[src/rtl/mips_ctrl_pkg.sv]
// Shared encodings for the multicycle MIPS control FSM.
// Optional immediate logic ops are enabled by CONTROL_IMM_LOGIC_EN.
package mips_ctrl_pkg;

  typedef enum logic [3:0] {
    S_FETCH    = 4'd0,
    S_DECODE   = 4'd1,
    S_MEMADR   = 4'd2,
    S_MEMREAD  = 4'd3,
    S_MEMWB    = 4'd4,
    S_MEMWRITE = 4'd5,
    S_EXECUTE  = 4'd6,
    S_ALUWB    = 4'd7,
    S_BRANCH   = 4'd8,
    S_IMMEXEC  = 4'd9,
    S_IMMWB    = 4'd10,
    S_JUMP     = 4'd11,
    S_TRAP     = 4'd12
  } state_e;

  localparam logic [5:0] OP_RTYPE = 6'b000000;
  localparam logic [5:0] OP_LW    = 6'b100011;
  localparam logic [5:0] OP_SW    = 6'b101011;
  localparam logic [5:0] OP_BEQ   = 6'b000100;
  localparam logic [5:0] OP_BNE   = 6'b000101;
  localparam logic [5:0] OP_ADDI  = 6'b001000;
  localparam logic [5:0] OP_J     = 6'b000010;
  localparam logic [5:0] OP_ANDI  = 6'b001100;
  localparam logic [5:0] OP_ORI   = 6'b001101;
  localparam logic [5:0] OP_SLTI  = 6'b001010;

  localparam logic [2:0] ALU_ADD   = 3'b000;
  localparam logic [2:0] ALU_SUB   = 3'b001;
  localparam logic [2:0] ALU_FUNCT = 3'b010;
  localparam logic [2:0] ALU_AND   = 3'b011;
  localparam logic [2:0] ALU_OR    = 3'b100;
  localparam logic [2:0] ALU_SLT   = 3'b101;

  localparam logic [1:0] PC_SEQ = 2'b00;
  localparam logic [1:0] PC_BR  = 2'b01;
  localparam logic [1:0] PC_JMP = 2'b10;

  typedef struct packed {
    logic       pc_en;
    logic [1:0] pc_src;
    logic       iord;
    logic       mem_read;
    logic       mem_write;
    logic       ir_write;
    logic       reg_dst;
    logic       mem_to_reg;
    logic       reg_write;
    logic [2:0] alu_op;
    logic       alu_src;
    logic       illegal;
  } ctrl_t;

  function automatic logic is_imm_op(input logic [5:0] op);
`ifdef CONTROL_IMM_LOGIC_EN
    return (op == OP_ADDI) || (op == OP_ANDI) ||
           (op == OP_ORI)  || (op == OP_SLTI);
`else
    return (op == OP_ADDI);
`endif
  endfunction

`ifdef CONTROL_IMM_LOGIC_EN
  function automatic logic [2:0] imm_alu_op(input logic [5:0] op);
    case (op)
      OP_ANDI: return ALU_AND;
      OP_ORI:  return ALU_OR;
      OP_SLTI: return ALU_SLT;
      default: return ALU_ADD;
    endcase
  endfunction
`endif

endpackage

[src/rtl/multicycle_control_ctrl_output_decode.sv]
// Control output decode for the multicycle FSM.
// Immediate ALUOp selection depends on CONTROL_IMM_LOGIC_EN.
module ctrl_output_decode
  import mips_ctrl_pkg::*;
(
  input  state_e      state,
  input  logic [5:0]  opcode,
  input  logic        zero,
  input  logic        mem_ready,
  output ctrl_t       ctrl
);

  // Moore outputs per state; PCEn/IRWrite Mealy in FETCH/BRANCH
  always_comb begin
    ctrl = '0;
    case (state)
      S_FETCH: begin
        ctrl.mem_read = 1'b1;
        if (mem_ready) begin
          ctrl.ir_write = 1'b1;
          ctrl.pc_en    = 1'b1;
          ctrl.pc_src   = PC_SEQ;
        end
      end
      S_MEMADR: begin
        ctrl.alu_op  = ALU_ADD;
        ctrl.alu_src = 1'b1;
      end
      S_MEMREAD: begin
        ctrl.mem_read = 1'b1;
        ctrl.iord     = 1'b1;
        ctrl.alu_src  = 1'b1;
      end
      S_MEMWB: begin
        ctrl.reg_write  = 1'b1;
        ctrl.mem_to_reg = 1'b1;
      end
      S_MEMWRITE: begin
        ctrl.mem_write = 1'b1;
        ctrl.iord      = 1'b1;
        ctrl.alu_src   = 1'b1;
      end
      S_EXECUTE: begin
        ctrl.alu_op = ALU_FUNCT;
      end
      S_ALUWB: begin
        ctrl.reg_write = 1'b1;
        ctrl.reg_dst   = 1'b1;
        ctrl.alu_op    = ALU_FUNCT;
      end
      S_BRANCH: begin
        ctrl.alu_op = ALU_SUB;
        ctrl.pc_src = PC_BR;
        ctrl.pc_en  = (opcode == OP_BNE) ? ~zero : zero;
      end
      S_IMMEXEC, S_IMMWB: begin
        ctrl.alu_src   = 1'b1;
        ctrl.reg_write = (state == S_IMMWB);
`ifdef CONTROL_IMM_LOGIC_EN
        ctrl.alu_op    = imm_alu_op(opcode);
`else
        ctrl.alu_op    = ALU_ADD;
`endif
      end
      S_JUMP: begin
        ctrl.pc_en  = 1'b1;
        ctrl.pc_src = PC_JMP;
      end
      S_TRAP: begin
        ctrl.illegal = 1'b1;
      end
      default: ;
    endcase
  end

endmodule

[src/rtl/multicycle_control.sv]
// Multicycle MIPS control FSM: state register and next-state logic.
// Define CONTROL_IMM_LOGIC_EN to accept andi/ori/slti.
module multicycle_control
  import mips_ctrl_pkg::*;
(
  input  logic       clock,
  input  logic       reset_n,
  input  logic [5:0] opcode,
  input  logic       zero,
  input  logic       mem_ready,
  output logic       PCEn,
  output logic [1:0] PCSrc,
  output logic       IorD,
  output logic       MemRead,
  output logic       MemWrite,
  output logic       IRWrite,
  output logic       RegDst,
  output logic       MemtoReg,
  output logic       RegWrite,
  output logic [2:0] ALUOp,
  output logic       ALUSrc,
  output logic [3:0] state,
  output logic       Illegal
);

  state_e state_q, state_d;
  ctrl_t  dec, ctrl;

  // Next-state sequencing through the instruction phases
  always_comb begin
    state_d = state_q;
    case (state_q)
      S_FETCH:    state_d = mem_ready ? S_DECODE : S_FETCH;
      S_DECODE: begin
        if (opcode == OP_RTYPE)
          state_d = S_EXECUTE;
        else if (opcode == OP_LW || opcode == OP_SW)
          state_d = S_MEMADR;
        else if (opcode == OP_BEQ || opcode == OP_BNE)
          state_d = S_BRANCH;
        else if (is_imm_op(opcode))
          state_d = S_IMMEXEC;
        else if (opcode == OP_J)
          state_d = S_JUMP;
        else
          state_d = S_TRAP;
      end
      S_MEMADR:   state_d = (opcode == OP_SW) ? S_MEMWRITE : S_MEMREAD;
      S_MEMREAD:  state_d = mem_ready ? S_MEMWB : S_MEMREAD;
      S_MEMWB:    state_d = S_FETCH;
      S_MEMWRITE: state_d = mem_ready ? S_FETCH : S_MEMWRITE;
      S_EXECUTE:  state_d = S_ALUWB;
      S_ALUWB:    state_d = S_FETCH;
      S_BRANCH:   state_d = S_FETCH;
      S_IMMEXEC:  state_d = S_IMMWB;
      S_IMMWB:    state_d = S_FETCH;
      S_JUMP:     state_d = S_FETCH;
      S_TRAP:     state_d = S_TRAP;
      default:    state_d = S_TRAP;
    endcase
  end

  // State register with synchronous active-low reset
  always_ff @(posedge clock) begin
    if (!reset_n) state_q <= S_FETCH;
    else          state_q <= state_d;
  end

  ctrl_output_decode u_dec (
    .state     (state_q),
    .opcode    (opcode),
    .zero      (zero),
    .mem_ready (mem_ready),
    .ctrl      (dec)
  );

  // Outputs forced quiet while reset is held
  always_comb begin
    ctrl = reset_n ? dec : '0;
  end

  assign PCEn     = ctrl.pc_en;
  assign PCSrc    = ctrl.pc_src;
  assign IorD     = ctrl.iord;
  assign MemRead  = ctrl.mem_read;
  assign MemWrite = ctrl.mem_write;
  assign IRWrite  = ctrl.ir_write;
  assign RegDst   = ctrl.reg_dst;
  assign MemtoReg = ctrl.mem_to_reg;
  assign RegWrite = ctrl.reg_write;
  assign ALUOp    = ctrl.alu_op;
  assign ALUSrc   = ctrl.alu_src;
  assign Illegal  = ctrl.illegal;
  assign state    = reset_n ? state_q : 4'd0;

endmodule

[config.mk]
export PLATFORM = sky130hd
export DESIGN_NAME = multicycle_control
export DESIGN_NICKNAME = d
export VERILOG_FILES = /design/src/rtl/mips_ctrl_pkg.sv /design/src/rtl/multicycle_control_ctrl_output_decode.sv /design/src/rtl/multicycle_control.sv
export SDC_FILE = /design/constraint.sdc
export NUM_CORES = 1
export LEC_CHECK = 0
export ABC_AREA = 1
export CAP_MARGIN = 20
export CORE_MARGIN = 1
export CORE_UTILIZATION = 43
export DETAILED_ROUTE_END_ITERATION = 7
export HOLD_SLACK_MARGIN = 0.03
export PLACE_DENSITY = 0.84
export SLEW_MARGIN = 10
export SYNTH_ARGS = -nofsm -noshare
export SYNTH_HDL_FRONTEND = slang
export SYNTH_SLANG_ARGS = --single-unit
export TNS_END_PERCENT = 1
[constraint.sdc]
create_clock -name clock -period 1.9 [get_ports clock]
set_input_delay 0.19 -clock clock [delete_from_list [all_inputs] [get_ports clock]]
set_output_delay 0.19 -clock clock [all_outputs]
set_load 0.01 [all_outputs]
======== Word level (Yosys, flattened, before mapping) ========
Cells that the tools add are included.
operators by class
  equal/unequal tests ..................... 18
  muxes and demuxes ....................... 26
  bitwise logic cells ..................... 1
  reduce and logical (&&, ||, !) cells .... 11
operators with widths
  cell                  count
  $pmux W4 S8           1
  $mux W3               7
  $eq A4 B4 Y1 const B  5
  $eq A4 B3 Y1 const B  4
  $mux W15              1
  $eq A6 B3 Y1 const B  2
  $eq A6 B6 Y1 const B  2
  $mux W4               3
  $mux W1               11
  $reduce_or A2 Y1      5
  $reduce_or A5 Y1      2
  $pmux W3 S3           1
  $eq A4 B2 Y1 const B  2
  $eq A6 B2 Y1 const B  1
  $eq A6 B4 Y1 const B  1
  $logic_not A6 Y1      1
  $eq A4 B1 Y1 const B  1
  $logic_not A4 Y1      1
  $pmux W2 S2           1
  $logic_or A1 B1 Y1    2
  $pmux W1 S2           1
  $not A1 Y1            1
storage, ports and cells
  bits in registers ....................... 4
  input port bits ......................... 10
  output and inout port bits .............. 19
  logic and storage cells ................. 57

======== Longest topological paths before layout ========
Gate-level depths: netlist (run 1).
  depth in word-level cells ............... 7
  depth in mapped cells ................... 8
  mapped depth without buffers ............ 7

======== By module ========
Synthesis (run 1) repeated with hierarchy kept, for this count alone.
second synthesis, totals
  cell total of the unflattened synthesis .. 166
  area total of the unflattened synthesis .. 797.0 um^2
modules (own cells, without submodules)
  module              instances  cells each  area each (um^2)  seq. area each (um^2)
  multicycle_control  1          111         536.8             80.1
  ctrl_output_decode  1          55          260.2             0.0

======== Least setup slack after synthesis (run 1) ========
No wires, ideal clock.
  path kind ............................... reg2out
  from .................................... register state_q[2]
  to ...................................... output MemRead
  arrival ................................. 978 ps
  required time ........................... 1710 ps
  setup slack ............................. 732 ps
  stages on the path, launching flop included .. 5
  path buffers ............................ 1
  cells stage by stage .................... dfxtp_1 -> buf_6 -> inv_2 -> nand2_4 -> nor4_1
on the way
  longest elaborated chain between the ends .. 4
  elaborated cells on any way between the ends .. 5
  those cells by class .................... eq/ne: 1; mux: 2; reduce/logical: 2
ends and longest elaborated chain
  element                                           line                                         source
  start: declaration                                multicycle_control.sv:26                     state_e state_q, state_d;
  start signal: assignment                          multicycle_control.sv:66                     else state_q <= state_d;
  $eq A4 B2 Y1 or $logic_not A4 Y1 (tied branches)  multicycle_control_ctrl_output_decode.sv:16  case (state)
  $reduce_or A2 Y1 (no line) (*)                    --
  $mux W1 (*)                                       multicycle_control_ctrl_output_decode.sv:16
  $mux W15 (*)                                      multicycle_control.sv:79                     ctrl = reset_n ? dec : '0;
  end: declaration                                  multicycle_control.sv:14                     output logic MemRead,
Every way passes the cells marked *; elsewhere a longest branch is shown, timed or not.

======== Final worst setup path (run 1) ========
  from .................................... input reset_n
  to ...................................... output PCSrc[0]
on the way
  longest elaborated chain between the ends .. 1
ends and longest elaborated chain
  element             line                      source
  start: declaration  multicycle_control.sv:7   input logic reset_n,
  $mux W15            multicycle_control.sv:79
  end: declaration    multicycle_control.sv:12  output logic [1:0] PCSrc,
No other way between the ends.

==> flow_summary.ini, run 1 <==
[sta]
rsz0062_at_grt = false
finalSetupViolCount = 0
fin_skew_ns = 0.004473
post-route-period-util_pct = 95.22
fin_setup_tns_ns = 0
max_freq_ghz = 0.5528
hold_viol = 0
final.min_clock_period_ns = 1.809
slew_violations = 0

[grt]
antenna_found_initial = 0
grtUsageTotal_pct = 25.56
grt_pass1_vias = 664
gr-total-overflow = 0
grt_max_degree = 10
grt_pass1_wl_mm = 2.656

[hold_path]
min_path_type = reg2reg

[synthesis]
synth_seq_cells = 4
synthCells = 118
ys_seq_area_share_pct = 13.14
synthesis.nets = 128
yosysUniqueCellTypes = 22
netlist_area_sq_um = 609.3
synthFlopType = dfxtp_1
yosys_warnings = 0
async_reset_ff_share_pct = 0
synth.avg_cell_area_sq_um = 5.164
synth_edf_count = 0

[clock_tree]
clkTransAtPathRegs_ns = 0.04
cts_buffer_depth = 2
cts_sinks = 4
ctsHoldBuffers = 0
postCtsResizedCells = 6
cts_max_level = 1
clk_latency_ns = 0.24
cts-root-buf = clkbuf_4
numCtsBuffers = 3
tritoncts = done
post_cts_buffers = 0

[floorplanning]
die_area_sq_um = 1572
fp.dieW_um = 39.65
core_sq_um = 1318
ios = 29
start_util_pct = 46.25
dieHeight_um = 39.65
row_count = 13

[final_layout]
largest_reg_flops = 4
drive_above_1_share_pct = 18.30
top_regs = state_q x4
largest_register = state_q
final_util_pct = 73.79
layout.cells.non_filler = 168
layout.nets = 165
diodes = 0
syn_to_final_growth_pct = 59.55

[placed_design]
dp_hpwl_mm = 1.336
portBuffers = 27
place_congestion = 0.8554
place_inst = 165

[drt]
avgRoutedWirePerCell_um = 9.423
ant_nets = 0
drt-pass1-iter-count = 4
vias_per_cell = 4.917
drt-initial-drc-count = 26
vias = 826
drc = 0
wl_mm = 1.583

[critical_path]
cp.required_ns = 1.71
critPathTopFamily = buffers and inverters
cp.buffers_inverters = 3
cp-end-kind = output port
crit_chain = clkdlybuf4s50_1 > inv_1 > nor4_1 > clkdlybuf4s50_1
crit_top_cell = clkdlybuf4s50_1
critPathArrivalTime_ns = 1.62
critPathKind = in2out
cp-start-kind = primary input
slowest_stage = clkdlybuf4s50_1
crit_path_max_fanout = 5
slowest_delay_ns = 0.58

[pwr]
swShare_pct = 36.79
p_comb_share_pct = 45.9
cellPowerDensity_nw_per_um2 = 401.6
vdd_drop_max_mv = 0.1767
seqPwrFrac_pct = 27.2
p_clk_share_pct = 26.9
p_leak_uw = 0.0005342
p_int_uw = 246.8
p_sw_uw = 143.6
power.total_uw = 390.4

[status]
status = completed

[flow_run]
maxCapViolCount = 0
per-stage QoR:
stage	hold WS, ns	area, sq um	setup WS [ns]
global placement	0.5872	935.9	-0.03286
floorplan	0.4045	609.3	0.7321
global route	0.6341	972.2	0.001588
detailed placement	0.5799	935.9	-0.04858
finish	0.5918	972.2	0.09088
CTS	0.5870	963.4	0.03857
final timing paths:
path / slack [ns] / start / endpoint / cells after the start
worst max-delay path: 0.09 / reset_n / PCSrc[0] / 4
worst max register to register: 0.74 / state_q[3]$_SDFF_PN0_ / state_q[2]$_SDFF_PN0_ / 7
worst min register to register: 0.59 / state_q[3]$_SDFF_PN0_ / state_q[3]$_SDFF_PN0_ / 2
worst min-delay path: 0.59 / state_q[3]$_SDFF_PN0_ / state_q[3]$_SDFF_PN0_ / 2
power groups by stage:
stage	clock, uW	sequential [uW]	combinational [uW]
2_1_floorplan	0	99.1	107
3_3_place_gp	0	106	179
3_5_place_dp	0	105	183
4_1_cts	108	106	181
5_1_grt	119	108	200
6_report	105	106	179
layer usage:
layer / up-vias / GRT usage (%) / part of all wire, %
li1: 445 / - / -
met1: 340 / 28.62 / 39
met2: 36 / 45.90 / 52
met3: 5 / 1.705 / 5.4
met4: 0 / 15.52 / 3.1
met5: - / 0 / 0
kinds of logic after synthesis:
| family | share of synthesized area (%) |
|---|---|
| AO/OA/AOI/OAI | 8.829 |
| buffers and inverters | 19.51 |
| flip-flops | 13.14 |
| other | 0.6154 |
| AND/OR/NAND/NOR | 57.91 |
cell usage after synthesis (2+ instances only):
library cell	instances	area [sq um]
inv_1	22	82.58
dfxtp_1	4	80.08
nor2_2	5	31.28
nand2_1	22	82.58
nand2_2	2	12.51
nor2_1	22	82.58
inv_2	2	7.510
a21oi_1	5	25.02
nor3_1	2	10.01
a31oi_1	2	12.51
nand3_1	16	80.08
nor4_1	3	18.77
nand4_1	2	12.51
cells in the final DEF (no fill, tap or decap):
master and n:
clkbuf_4 3, nor2_2 6, dfxtp_2 2, dlymetal6s2s_1 3
clkdlybuf4s50_1 21, nor3_2 1, nor2_4 1, o21bai_1 1
nand2_2 2, a21oi_2 1, dlygate4sd2_1 3, nand4_1 2
inv_4 1, nor2_1 21, nand3_1 16, dfxtp_1 2
conb_1 1, nand2_4 1, nor3_1 1, inv_1 22
nor4_1 3, buf_4 8, a21oi_1 5, nand2_1 22
inv_2 2, a31oi_1 2
area by class of cell:
class                   count  area (sq um)
fillers                   120         345.3
well taps                  15         18.77
multi-input cells          86         417.9
flip-flops and latches      4         82.58
clock buffers               3         22.52
repair buffers             35         334.1
inverters                  25         96.34
tightest hold or removal path: stages (launching register included):
cell	delay (ns)
dfxtp_1	0.35
nand2_1	0.11
a31oi_1	0.08
No activity file was read; power rests on OpenSTA's default activity.
==> inputs of run 2 (changes only) <==
--- a/config.mk
+++ b/config.mk
@@ -7,7 +7,7 @@
 export LEC_CHECK = 0
 export ABC_AREA = 1
 export CAP_MARGIN = 20
-export CORE_MARGIN = 1
+export CORE_MARGIN = 2
 export CORE_UTILIZATION = 43
 export DETAILED_ROUTE_END_ITERATION = 7
 export HOLD_SLACK_MARGIN = 0.03
==> flow_summary.ini, run 2 (synthesis gave the netlist of run 1 again) <==
[final_layout]
layout_common_cells = 22 x nand2_1, 22 x inv_1, 22 x nor2_1
layout.cells.non_filler = 167
top_regs = state_q x4
layout.nets = 164
ff_latch_area_sq_um = 86.33
drive_above_1_share_pct = 18.42
largest_reg_flops = 4
diodes = 0
fillCellCount = 113
multiInputGateArea_sq_um = 421.7
syn_to_final_growth_pct = 61.19
largest_register = state_q

[drt]
drc = 0
drt-initial-drc-count = 29
wl_mm = 1.708
vias_per_cell = 4.988
ant_nets = 0
drt-pass1-iter-count = 4
avgRoutedWirePerCell_um = 10.23
vias = 833

[pwr]
p_leak_uw = 0.0005545
vdd_drop_max_mv = 0.2533
cellPowerDensity_nw_per_um2 = 403.7
power.total_uw = 396.5

[sta]
slew_violations = 0
finalSetupViolCount = 0
rsz0062_at_grt = false
max_freq_ghz = 0.5468
post-route-period-util_pct = 96.25
setup_slack_ns = 0.07126
fin_skew_ns = 0.004648
final.min_clock_period_ns = 1.829
hold_viol = 0

[grt]
antenna_found_initial = 0
grt_pass1_wl_mm = 2.766
grtUsageTotal_pct = 20.13
grt_max_degree = 11
grt_pass1_vias = 729
gr-total-overflow = 0

[status]
status = completed

[clock_tree]
tritoncts = done
numCtsBuffers = 3
clk_latency_ns = 0.23
cts_max_level = 1
clkTransAtPathRegs_ns = 0.04
cts_sinks = 4
cts_buffer_depth = 2
cts-root-buf = clkbuf_4

[critical_path]
critPathKind = in2out
cp.required_ns = 1.71
cp-start-kind = primary input
reg2reg_slack_ns = 0.78
cp-end-kind = output port
crit_path_max_fanout = 10
critPathArrivalTime_ns = 1.64

[placed_design]
dp_hpwl_mm = 1.392
pre_cts_ws_ns = -0.07355
place_congestion = 0.8051
place_inst = 164
portBuffers = 27

[floorplanning]
die_area_sq_um = 1734
fp.dieW_um = 41.65
dieHeight_um = 41.65
ios = 29
start_util_pct = 46.25
core_sq_um = 1318
row_count = 13

[flow_run]
maxCapViolCount = 0

[hold_path]
min_path_type = reg2reg
==> run 2: timing repair <==
item                                    CTS  global route
resized for setup                         3            10
hold buffers                              0             0
endpoints found under the setup margin    7             7
buffers inserted                          0             0
==> run 2: critical path, stage by stage <==
cell and delay (ns):
clkdlybuf4s50_1 0.51, inv_1 0.11, buf_4 0.18, nor2_1 0.10, clkdlybuf4s50_1 0.54
==> run 2: final timing paths <==
| kind | start | end | cells after the start |
|---|---|---|---|
| hold reg to reg | state_q[3]$_SDFF_PN0_ | state_q[3]$_SDFF_PN0_ | 2 |
| hold / removal | state_q[3]$_SDFF_PN0_ | state_q[3]$_SDFF_PN0_ | 2 |
| setup reg to reg | state_q[1]$_SDFF_PN0_ | state_q[1]$_SDFF_PN0_ | 7 |
| setup / recovery | reset_n | IRWrite | 5 |
==> run 2: layout make-up <==
| type | count | share of cell area (%) |
|---|---|---|
| tap | 15 | 1.911 |
| multi-input combinational | 86 | 42.93 |
| timing repair buffer | 34 | 34.01 |
| clock buffer | 3 | 2.293 |
| inverter | 25 | 10.06 |
| sequential | 4 | 8.790 |
==> run 2: through the flow <==
stage	hold WS, ns	util (%)	setup TNS, ns	cell area (sq um)
6_report	0.5720	74.55	0	982.2
5_1_grt	0.6128	74.55	0	982.2
3_3_place_gp	0.5927	70.47	-0.03280	928.4
3_5_place_dp	0.5923	70.47	-0.07355	928.4
4_1_cts	0.5979	72.55	0	955.9
2_1_floorplan	0.4045	-	0	609.3
==> run 2: per-layer routing <==
layer | GRT usage (%) | vias up | wire length [um]
met1 | 19.84 | 352 | 652
met4 | 5.161 | 0 | 0
li1 | - | 436 | -
met3 | 4.348 | 0 | 130
met5 | 0 | - | 0
met2 | 40.94 | 45 | 925
==> run 2: power by group <==
part	switching (uW)	internal (uW)
Combinational	98.2	84.6
Sequential	15.0	92.5
Clock	35.6	70.7
Total	149	248
==> inputs of run 3 (changes only) <==
--- a/config.mk
+++ b/config.mk
@@ -10,7 +10,6 @@
 export CORE_MARGIN = 2
 export CORE_UTILIZATION = 43
 export DETAILED_ROUTE_END_ITERATION = 7
-export HOLD_SLACK_MARGIN = 0.03
 export PLACE_DENSITY = 0.84
 export SLEW_MARGIN = 10
 export SYNTH_ARGS = -nofsm -noshare
==> results of run 3 <==
Same layout as run 2: the final DEF is identical, and so are final timing and power.
